[config.mk]
export PLATFORM = sky130hd
export DESIGN_NAME = run_sequencer
export DESIGN_NICKNAME = d
export VERILOG_FILES = /design/src/rtl/run_sequencer.sv
export SDC_FILE = /design/constraint.sdc
export NUM_CORES = 1
export LEC_CHECK = 0
export CORE_MARGIN = 2
export CORE_UTILIZATION = 50
export CTS_CLUSTER_SIZE = 14
export DETAILED_ROUTE_END_ITERATION = 10
export PLACE_DENSITY = 0.76
export SKIP_CTS_REPAIR_TIMING = 1
export SYNTH_ARGS = -nofsm -noshare
export SYNTH_HDL_FRONTEND = slang
export SYNTH_SLANG_ARGS = --single-unit
[constraint.sdc]
create_clock -name clock -period 3.7 [get_ports clock]
set_clock_uncertainty 0.15 [all_clocks]
set_input_delay 0.555 -clock clock [delete_from_list [all_inputs] [get_ports clock]]
set_output_delay 0.555 -clock clock [all_outputs]
set_load 0.01 [all_outputs]
[src/rtl/run_sequencer.sv]
// rtl/run_sequencer.sv - power-on cycle counter, staggered per-domain DUT reset and end-of-run flags
// Optional cycle timeout comparator is compiled in when RUN_SEQ_TIMEOUT_EN is defined.
module run_sequencer #(
  parameter int CNT_WIDTH   = 32,
  parameter int RESET_START = 1,
  parameter int RESET_LEN   = 1,
  parameter int NUM_DOMAINS = 1,
  parameter int STAGGER     = 0,
  parameter int TIMEOUT     = 10000
) (
  input  logic                   clock,
  input  logic                   reset,
  input  logic                   finish_req,
  input  logic                   finish_ok,
  output logic [CNT_WIDTH-1:0]   cycle,
  output logic [NUM_DOMAINS-1:0] dut_reset,
  output logic                   running,
  output logic                   done,
  output logic                   passed,
  output logic                   timed_out
);

  // First cycle value past the reset window of domain idx.
  function automatic logic [63:0] window_end(input int idx);
    return 64'(RESET_START) + 64'(RESET_LEN) + 64'(idx) * 64'(STAGGER);
  endfunction

  localparam logic [63:0] CNT_MAX   = (CNT_WIDTH >= 64) ? {64{1'b1}} : ((64'd1 << CNT_WIDTH) - 64'd1);
  localparam logic [63:0] WIN_START = 64'(RESET_START);
  localparam logic [63:0] RUN_START = window_end(NUM_DOMAINS - 1);

  // Parameter legality, caught at elaboration.
  if (CNT_WIDTH < 8 || CNT_WIDTH > 64) begin : g_bad_cnt_width
    $error("run_sequencer: CNT_WIDTH must be in 8..64");
  end
  if (NUM_DOMAINS < 1 || NUM_DOMAINS > 8) begin : g_bad_num_domains
    $error("run_sequencer: NUM_DOMAINS must be in 1..8");
  end
  if (RESET_START < 1 || RESET_LEN < 1 || STAGGER < 0 || TIMEOUT < 0) begin : g_bad_window
    $error("run_sequencer: RESET_START and RESET_LEN must be >= 1, STAGGER and TIMEOUT >= 0");
  end

  typedef enum logic [1:0] {PRE, RST, RUN, DONE} state_t;

  state_t                 state;
  state_t                 state_next;
  logic [CNT_WIDTH-1:0]   cycle_next;
  logic [63:0]            cycle_wide;
  logic [63:0]            cycle_next_wide;
  logic [NUM_DOMAINS-1:0] dut_reset_next;
  logic                   passed_next;
  logic                   timed_out_next;
  logic                   timeout_hit;

  assign cycle_wide      = 64'(cycle);
  assign cycle_next_wide = 64'(cycle_next);

`ifdef RUN_SEQ_TIMEOUT_EN
  // A timeout beyond the saturated count can never fire; legal but worth a warning.
  if (64'(TIMEOUT) > CNT_MAX) begin : g_timeout_unreachable
    $warning("run_sequencer: TIMEOUT exceeds counter range, timeout will never fire");
  end
  assign timeout_hit = (state == RUN) && (cycle_wide == 64'(TIMEOUT));
`else
  assign timeout_hit = 1'b0;
`endif

  // Next counter value, next state, end-of-run verdict and next reset window.
  always_comb begin
    state_next     = state;
    cycle_next     = cycle;
    passed_next    = passed;
    timed_out_next = timed_out;
    dut_reset_next = '0;

    if (state != DONE && cycle_wide != CNT_MAX) begin
      cycle_next = cycle + CNT_WIDTH'(1);
    end

    case (state)
      PRE, RST: begin
        if (cycle_next_wide >= RUN_START) begin
          state_next = RUN;
        end else if (cycle_next_wide >= WIN_START) begin
          state_next = RST;
        end
      end
      RUN: begin
        if (finish_req || timeout_hit) begin
          state_next     = DONE;
          passed_next    = finish_req & finish_ok;
          timed_out_next = ~finish_req & timeout_hit;
        end
      end
      DONE: begin
        state_next = DONE;
      end
      default: begin
        state_next = PRE;
      end
    endcase

    // Window is evaluated on the count that will be presented alongside it.
    for (int i = 0; i < NUM_DOMAINS; i++) begin
      dut_reset_next[i] = (cycle_next_wide >= WIN_START) && (cycle_next_wide < window_end(i));
    end
  end

  // Registered state and outputs; reset returns everything to the power-on view.
  always_ff @(posedge clock) begin
    if (reset) begin
      state     <= PRE;
      cycle     <= '0;
      dut_reset <= '0;
      running   <= 1'b0;
      done      <= 1'b0;
      passed    <= 1'b0;
      timed_out <= 1'b0;
    end else begin
      state     <= state_next;
      cycle     <= cycle_next;
      dut_reset <= dut_reset_next;
      running   <= (state_next == RUN);
      done      <= (state_next == DONE);
      passed    <= passed_next;
      timed_out <= timed_out_next;
    end
  end

endmodule

== After elaboration in Yosys (flattened, before gate mapping) ==
Cells that the tools add are included.
Storage, ports and cells
  register bits: 38
  output and inout port bits: 37
Operators by class
  equality and inequality tests: 7
  $add $sub $neg: 1
  bitwise gates (word level): 1
  mux-type cells: 5
  reduce and logical (&&, ||, !) cells: 5
  $lt $le $gt $ge: 3
Operator list (count)
  $add A32 B1 Y32 const B: 1
  $ge A32 B1 Y1 const B: 1
  $ge A32 B2 Y1 const B: 1
  $lt A32 B2 Y1 const B: 1
  $mux W32: 1
  $ne A32 B32 Y1 const B: 1
  $eq A2 B2 Y1 const B: 4
  $mux W2: 3
  $pmux W2 S3: 1
  $eq A2 B1 Y1 const B: 1
  $logic_and A1 B1 Y1: 2
  $logic_not A2 Y1: 1
  $ne A2 B2 Y1 const B: 1
  $reduce_and A2 Y1: 1
  $reduce_or A2 Y1: 1
  $and A1 B1 Y1: 1

== Depth between registers and ports, before layout ==
Gate-level depths: netlist (run 1).
  word-level depth: 8
  mapped depth: 9
  mapped depth without buffers: 8

== Worst setup path after synthesis (run 1) ==
OpenSTA, ideal clock, no wires.
  kind: register -> register
  start: register cycle[0]
  end: register state[0]
  required time: 3466 ps
  slack: 586 ps
  path buffers: 1
  arrival time: 2880 ps
  clock period less this slack: 3114 ps
  stages on the path, launching flop included: 10
  cells stage by stage: dfxtp_1 -> ha_1 -> nand3_1 -> or4_1 -> buf_2 -> o211ai_1 -> or3_1 -> nand4_1 -> or4_1 -> o31ai_2
On the way
  word-level cells in the longest chain between the ends: 7
RTL lines
  start: declaration: RTL line 15  | output logic [CNT_WIDTH-1:0] cycle,
  start signal: assignment: RTL line 121  | cycle <= cycle_next;
  parallel branches: the longest is 2 deep, another holds $add A32 B1 Y32
  $mux W32 (*): RTL line 76  | if (state != DONE && cycle_wide != CNT_MAX) begin
  $ge A32 B1 Y1: RTL line 84  | end else if (cycle_next_wide >= WIN_START) begin
  $mux W2: RTL line 84
  $mux W2 (*): RTL line 82  | if (cycle_next_wide >= RUN_START) begin
  $pmux W2 S3 (*): RTL line 80  | case (state)
  end signal: assignment: RTL line 120  | state <= state_next;
  end: declaration: RTL line 45  | state_t state;
Every way passes the cells marked *.
A chain may end at the register's enable or synchronous reset.

== Final worst setup path (run 1) ==
Same ends and word-level chain as after synthesis.

==> metrics.md, run 1 <==
| Metric | Value |
|---|---|
| Most common cell after layout, fill and taps aside | clkdlybuf4s50_1 |
| CP Capture Type | flip-flop |
| Vias after detailed routing | 2324 |
| Yosys Warn Count | 0 |
| Crit Path Category | flip-flop to flip-flop |
| Deepest level of the CTS H-tree | 2 |
| Largest net degree at the start of global routing | 23 |
| Switching Fraction | between 20 and 30% |
| Final cycle utilization of the critical path | 94.7% |
| Drt wl/cell | between 15 and 20 um |
| Yosys cell types | 58 |
| Cells after synthesis | 290 |
| Syn_area_per_cell | ~8.0 um^2 |
| Drt via density | 6.15 |
| Leak | 0.979 nW |
| Number of global-route vias before repair | 2053 |
| Xor and xnor area share after synthesis | 10.9% |
| Clk sinks | 38 |
| Status | finished clean |
| Seq cells post-synth | 38 |
| M2 GR Usage | 39.0% |
| Slew Viols, Final | 0 |
| Synth Area in Compound Gates | ~16% |
| Worst skew pair latency | 0.29 ns |
| # DRC | 0 |
| CTS buffer count | 5 |
| Number of port buffers | 39 |
| Hold Fails Final Rpt | 0 |
| PD cells | 344 nW/um^2 |
| GRT busiest layer | met2 |
| Post-route cell area | 2850 um^2 |
| Clk pin slew, worst setup/hold paths | ~0.070 ns |
| Die Span Y | 72.2 um |
| Fmax | 285 MHz |
| Fillers | 407 |
| Share of cells above drive strength 1 | 8.90% |
| FF+latch area | 761 um^2 |
| Net switching power | 0.279 mW |
| Clock network power share | roughly 29% |
| Worst Hold Depth | 2 |
| Largest family of logic cells by synthesized area | simple AND/OR/NAND/NOR gates |
| Area share of and/or/nand/nor cells after synthesis | ~33% |
| Number of diodes | 0 |
| Post-synth ARST share | 0% |
| Post-synthesis mux area share | around 1.3% |
| Starting Density | 52.7% |
| Clock root buffer | clkbuf_8 |
| Maximum root-to-sink buffer count | 2 |
| Commonest cells after routing, fill and taps aside | 39 x clkdlybuf4s50_1, 38 x dfxtp_1, 37 x nor2_1 |
| Area share of fa/ha/maj cells after synthesis | less than 1% |
| DP Area | 2740 um^2 |
| Pint | about 0.7 mW |
| Met1 Use GR | a little over a third |
| Final nets | 332 |
| Placer Congestion | 0.897 |
| Worst r2r path cells | 8 |
| Multi-input logic area | 1440 um^2 |
| Peak supply drop | 0.231 mV |
| GR Util All Layers | 25.3% |
| Initial drt markers | ~200 |
| First-pass GRT wire length | 10300 um |
| Sequential share of power | 48.9% |
| Drt total wl | 6250 um |
| Pre-antenna DRT Iters | 5 |
| Initial antenna violation count | 0 |
| Slew @ Worst Pin | 0.816 ns |
| ANT nets after route | 0 |
| Req. time, crit path | 3.76 ns |
| Row count | 24 |
| Met3 GRT Util | 4.31% |
| Global route overflow | 0 |
| Syn Nets | 295 |
| Total negative slack | 0 ns |
| Post-synth EDFFs | 0 |
| Number of max-cap violations | 0 |
| Synthesized cell area | 2330 um^2 |
| Worst Hold Class | flip-flop to flip-flop |
| Worst slew margin | 45.4% |
| Die area | approximately 5200 um^2 |
| Core area | 4410 um^2 |
| Critical Path Start Type | flip-flop |
| Area Growth Syn to Fin | 22.5% |
| Number of endpoints failing setup at the final stage | 0 |
| I/O pins | 41 |
| Critical Path Fanout Max | 9 |
| Die width | 72.2 um |
| Min Tclk post-route | about 3.5 ns |
| Hpwl dp | between 4000 and 5000 um |
| Crit path DAT | ~3.6 ns |
| Sequential share of the synthesized area | 32.7% |
| Gate power share | 21.9% |
| Unrepaired setup endpoints after global routing | false |
| Top FF cell, synth | dfxtp_1 |
| CTS tree | done |
==> critical path, stage by stage (launching register included) <==
cell,delay (ns)
dfxtp_1,0.48
ha_1,0.25
nand3_1,0.27
nor4_1,0.65
o2111a_1,0.29
a211oi_1,0.05
or4b_1,0.54
or4b_4,0.54
o31ai_2,0.21
==> power by group through the flow <==
stage                     logic [mW]  clock network [mW]  registers [mW]
after detailed placement       0.213                   0           0.488
after floorplan                0.125                   0           0.493
after global routing           0.239               0.306           0.486
after CTS                      0.214               0.291           0.479
final                          0.214               0.286           0.479
after global placement         0.211                   0           0.487
==> state kept, by name, summed over array words and instances (netlist names) <==
register / flops
cycle: 32
running: 1
passed: 1
done: 1
dut_reset: 1
state: 2
==> cells by family (layout without fill, tap and decap cells) <==
kind of cell	Yosys count	after routing
compound gates	52	52
xor+xnor	29	29
fa+ha+maj	1	1
buf+inv	26	62
flops	38	38
mux	3	3
other cells	1	1
simple gates	140	140
==> final timing paths <==
| kind | to | from | slack [ns] |
|---|---|---|---|
| worst max-delay path | state[0]$_SDFF_PP0_ | cycle[0]$_SDFF_PP0_ | 0.20 |
| worst min-delay path | passed$_SDFFE_PP0P_ | passed$_SDFFE_PP0P_ | 0.36 |
| worst max register to register | state[0]$_SDFF_PP0_ | cycle[0]$_SDFF_PP0_ | 0.20 |
| worst min register to register | passed$_SDFFE_PP0P_ | passed$_SDFFE_PP0P_ | 0.36 |
==> Yosys cell counts, types with 2 or more instances <==
library cell	number	area, um^2
dfxtp_1	38	761
nor2_1	37	139
nand2_1	20	75.1
nand4_1	15	93.8
xnor2_1	15	131
xor2_1	14	123
nand3_1	13	65.1
a21oi_1	9	45.0
clkbuf_1	9	33.8
nor3_1	8	40.0
or3_1	8	50.1
a31oi_1	7	43.8
o21ai_0	7	35.0
or4_1	6	45.0
and2_1	5	31.3
inv_1	5	18.8
a311oi_1	4	35.0
and4_1	4	35.0
buf_2	4	20.0
nor4_1	4	25.0
a211oi_1	3	22.5
and3_1	3	18.8
buf_4	3	22.5
mux2i_1	3	30.0
o211ai_1	3	22.5
o31ai_1	3	22.5
or2_2	3	18.8
and3_2	2	15.0
and4_4	2	22.5
buf_6	2	22.5
clkbuf_2	2	10.0
nor2b_1	2	12.5
o21bai_1	2	15.0
==> area by class of cell <==
type                       instances  area share (%)
sequential                        38            26.7
clock buffer                       6            2.90
tap                               52            2.28
inverter                           5           0.658
multi-input combinational        226            50.6
timing repair buffer              51            16.8
==> through the flow <==
| stage | util [%] | hold WS (ns) | total power, mW | setup WS (ns) | std cells |
|---|---|---|---|---|---|
| finish | 64.6 | 0.361 | 0.980 | 0.197 | 378 |
| global route | 64.6 | 0.417 | 1.03 | 0.00206 | 378 |
| CTS | 63.9 | 0.371 | 0.985 | 0.213 | 375 |
| detailed placement | 62.0 | 0.337 | 0.702 | 0.199 | 369 |
| global placement | 62.0 | 0.337 | 0.698 | 0.375 | 369 |
| floorplan | - | 0.385 | 0.618 | 0.586 | 290 |
==> layer usage <==
| metal | wire length (um) | up-vias |
|---|---|---|
| met3 | 346 | 12 |
| met4 | 104 | 0 |
| li1 | - | 1145 |
| met1 | 2970 | 1088 |
| met5 | 0 | - |
| met2 | 2830 | 79 |
(Power assumes the default switching activity.)
==> inputs of run 2 (changes only) <==
Settings changed: PLACE_DENSITY 0.76 to 0.88.
==> metrics.md, run 2 (synthesis results as in run 1) <==
| Metric | Value |
|---|---|
| Status | finished clean |
| Final Power | 0.989 mW (+0.90%) |
| Drt total wl | 5940 um (-4.9%) |
| Largest register FFs | 32 (unchanged) |
| Drt via density | 6.27 (+2.0%) |
| Drt wl/cell | 16.0 um (-3.4%) |
| Share of cells above drive strength 1 | 7.19% (-1.7 points) |
| Met3 GRT Util | 5.28% (+0.97 points) |
| Most common cell after layout, fill and taps aside | clkdlybuf4s50_1 |
| Die Span Y | 72.2 um (unchanged) |
| Worst hold slack | 0.366 ns (+0.00478 ns) |
| Worst skew pair latency | 0.30 ns (about the same) |
| Row count | 24 (unchanged) |
| Critical Path Fanout Max | 9 (unchanged) |
| Number of max-cap violations | 0 (unchanged) |
| Worst Setup SP | cycle[0]$_SDFF_PP0_ |
| Cells after DPL | 363 (-1.6%) |
| Number of global-route vias before repair | 2116 (+3.1%) |
| ANT nets after route | 0 (unchanged) |
| Largest register by flop count | cycle |
| Crit path DAT | 3.55 ns (about the same) |
| Starting Density | 52.7% (unchanged) |
| Final cycle utilization of the critical path | 94.2% (-0.43 points) |
| Worst Hold Class | flip-flop to flip-flop |
| Pint | 0.704 mW (+0.48%) |
| CP max-delay cell | nor4_1 |
| Gate power share | 21.4% (-0.5 points) |
| Hold Fails Final Rpt | 0 (unchanged) |
| Worst slew margin | 51.2% (+5.8 points) |
| Final nets | 324 (-2.4%) |
| Met1 Use GR | 31.1% (-4.9 points) |
| Clk sinks | 38 (unchanged) |
| Crit Path Category | flip-flop to flip-flop |
| Total negative slack | 0 ns (unchanged) |
| Leak | 0.927 nW (-5.4%) |
| Slew Viols, Final | 0 (unchanged) |
| Global route overflow | 0 (unchanged) |
| Vias after detailed routing | 2332 (+0.34%) |
| Number of port buffers | 39 (unchanged) |
| CTS tree | done |
| Pre-antenna DRT Iters | 4 (-1) |
| Clock network power share | 29.9% (+0.7 points) |
| Core area | 4410 um^2 (unchanged) |
| Number of diodes | 0 (unchanged) |
| Worst r2r path cells | 8 (unchanged) |
| Fin worst setup slack | 0.213 ns (+0.0160 ns) |
| Die area | 5220 um^2 (unchanged) |
| Clock root buffer | clkbuf_8 |
| Area Growth Syn to Fin | 20.2% |
| Initial drt markers | 186 (-5.1%) |
| Clk pin slew, worst setup/hold paths | 0.07 ns (about the same) |
| Placer Congestion | 0.910 (+1.4%) |
| CP Capture Type | flip-flop |
| CP Buf/Inv Count | 0 (unchanged) |
| Die width | 72.2 um (unchanged) |
| Critical Path Start Type | flip-flop |
| M2 GR Usage | 38.2% (-0.82 points) |
| First-pass GRT wire length | 9890 um (-4.0%) |
| Sequential share of power | 48.6% (-0.3 points) |
| Worst reg2reg endpoint | state[0]$_SDFF_PP0_ |
| CP Cell Sequence | ha_1 > nand3_1 > nor4_1 > o2111a_1 > a211oi_1 > or4b_1 > or4b_4 > o31ai_2 |
| Crit path to | state[0]$_SDFF_PP0_ |
| CP Depth | 8 (unchanged) |
| Deepest level of the CTS H-tree | 2 (unchanged) |
| GRT busiest layer | met2 |
| PD cells | 354 nW/um^2 (+2.9%) |
| Req. time, crit path | 3.77 ns (about the same) |
| Fmax | 287 MHz (+0.46%) |
| Final Util | 63.4% (-1.2 points) |
| Number of endpoints failing setup at the final stage | 0 (unchanged) |
| Unrepaired setup endpoints after global routing | false |
| # DRC | 0 (unchanged) |
| GR Util All Layers | 23.9% (-1.4 points) |
| Maximum root-to-sink buffer count | 2 (unchanged) |
| Pre-CTS WS | 0.290 ns (+0.0907 ns) |
| Initial antenna violation count | 0 (unchanged) |
| Regs by FF count | cycle: 32 flops, state: 2 flops |
| Switching Fraction | 28.8% (+0.30 points) |
| Crit Reg-Reg Startpoint | cycle[0]$_SDFF_PP0_ |
| Worst R2R Setup Slack | 0.21 ns (+0.02 ns) |
| Net switching power | 0.285 mW (+2.0%) |
| Min Tclk post-route | 3.49 ns (-0.0160 ns) |
| DP Area | 2690 um^2 (-1.6%) |
| Post-route cell area | 2800 um^2 (-1.9%) |
| Commonest cells after routing, fill and taps aside | 39 x clkdlybuf4s50_1, 38 x dfxtp_1, 37 x nor2_1 |
| Slowest stage delay, CP | 0.66 ns (about the same) |
| Layout Cells excl Fill | 372 (-1.6%) |
| Slew @ Worst Pin | 0.729 ns (-0.0866 ns) |
| Hpwl dp | 4320 um (-6.2%) |
| I/O pins | 41 (unchanged) |
| Crit path max-delay family | simple AND/OR/NAND/NOR gates |
| Peak supply drop | 0.176 mV (-24%) |
| CTS buffer count | 5 (unchanged) |
| Largest net degree at the start of global routing | 21 (-8.7%) |
[run 2: cell count changes in the layout (fill, tap and decap cells not counted), sizes merged]
| cell | change |
|---|---|
| buf | -8 |
| clkbuf | +1 |
| clkinv | +1 |
[run 2: tightest hold or removal path, cell delays in order (launching register included)]
cell and delay [ns]:
dfxtp_1 0.33, mux2i_1 0.07, nor2_1 0.08
[run 2: final cells by class]
type                       instances  area (um^2)
tap                               52         65.1
clock inverter                     1         5.00
clock buffer                       7         86.3
inverter                           5         18.8
fill                             394         1620
sequential                        38          761
timing repair buffer              43          420
multi-input combinational        226         1440
[run 2: how the worst min path moves through the flow]
stage / start / end / slack, ns / cells past startpoint
after CTS: passed$_SDFFE_PP0P_ / passed$_SDFFE_PP0P_ / 0.37 / 2
after detailed placement: passed$_SDFFE_PP0P_ / passed$_SDFFE_PP0P_ / 0.36 / 2
after global routing: passed$_SDFFE_PP0P_ / passed$_SDFFE_PP0P_ / 0.41 / 2
after floorplan: passed$_SDFFE_PP0P_ / passed$_SDFFE_PP0P_ / 0.39 / 2
after global placement: passed$_SDFFE_PP0P_ / passed$_SDFFE_PP0P_ / 0.33 / 2
final: passed$_SDFFE_PP0P_ / passed$_SDFFE_PP0P_ / 0.37 / 2
[run 2: per-layer routing]
layer | wire length, um | vias up
met5 | 0 | -
li1 | - | 1117
met2 | 2700 | 108
met4 | 124 | 0
met3 | 494 | 16
met1 | 2610 | 1091
[run 2: power by group through the flow]
stage / Combinational [mW] / Clock, mW / Sequential [mW]
3_5_place_dp: 0.211 / 0 / 0.490
3_3_place_gp: 0.205 / 0 / 0.485
4_1_cts: 0.212 / 0.297 / 0.480
5_1_grt: 0.231 / 0.314 / 0.486
6_report: 0.212 / 0.296 / 0.481
2_1_floorplan: 0.125 / 0 / 0.493
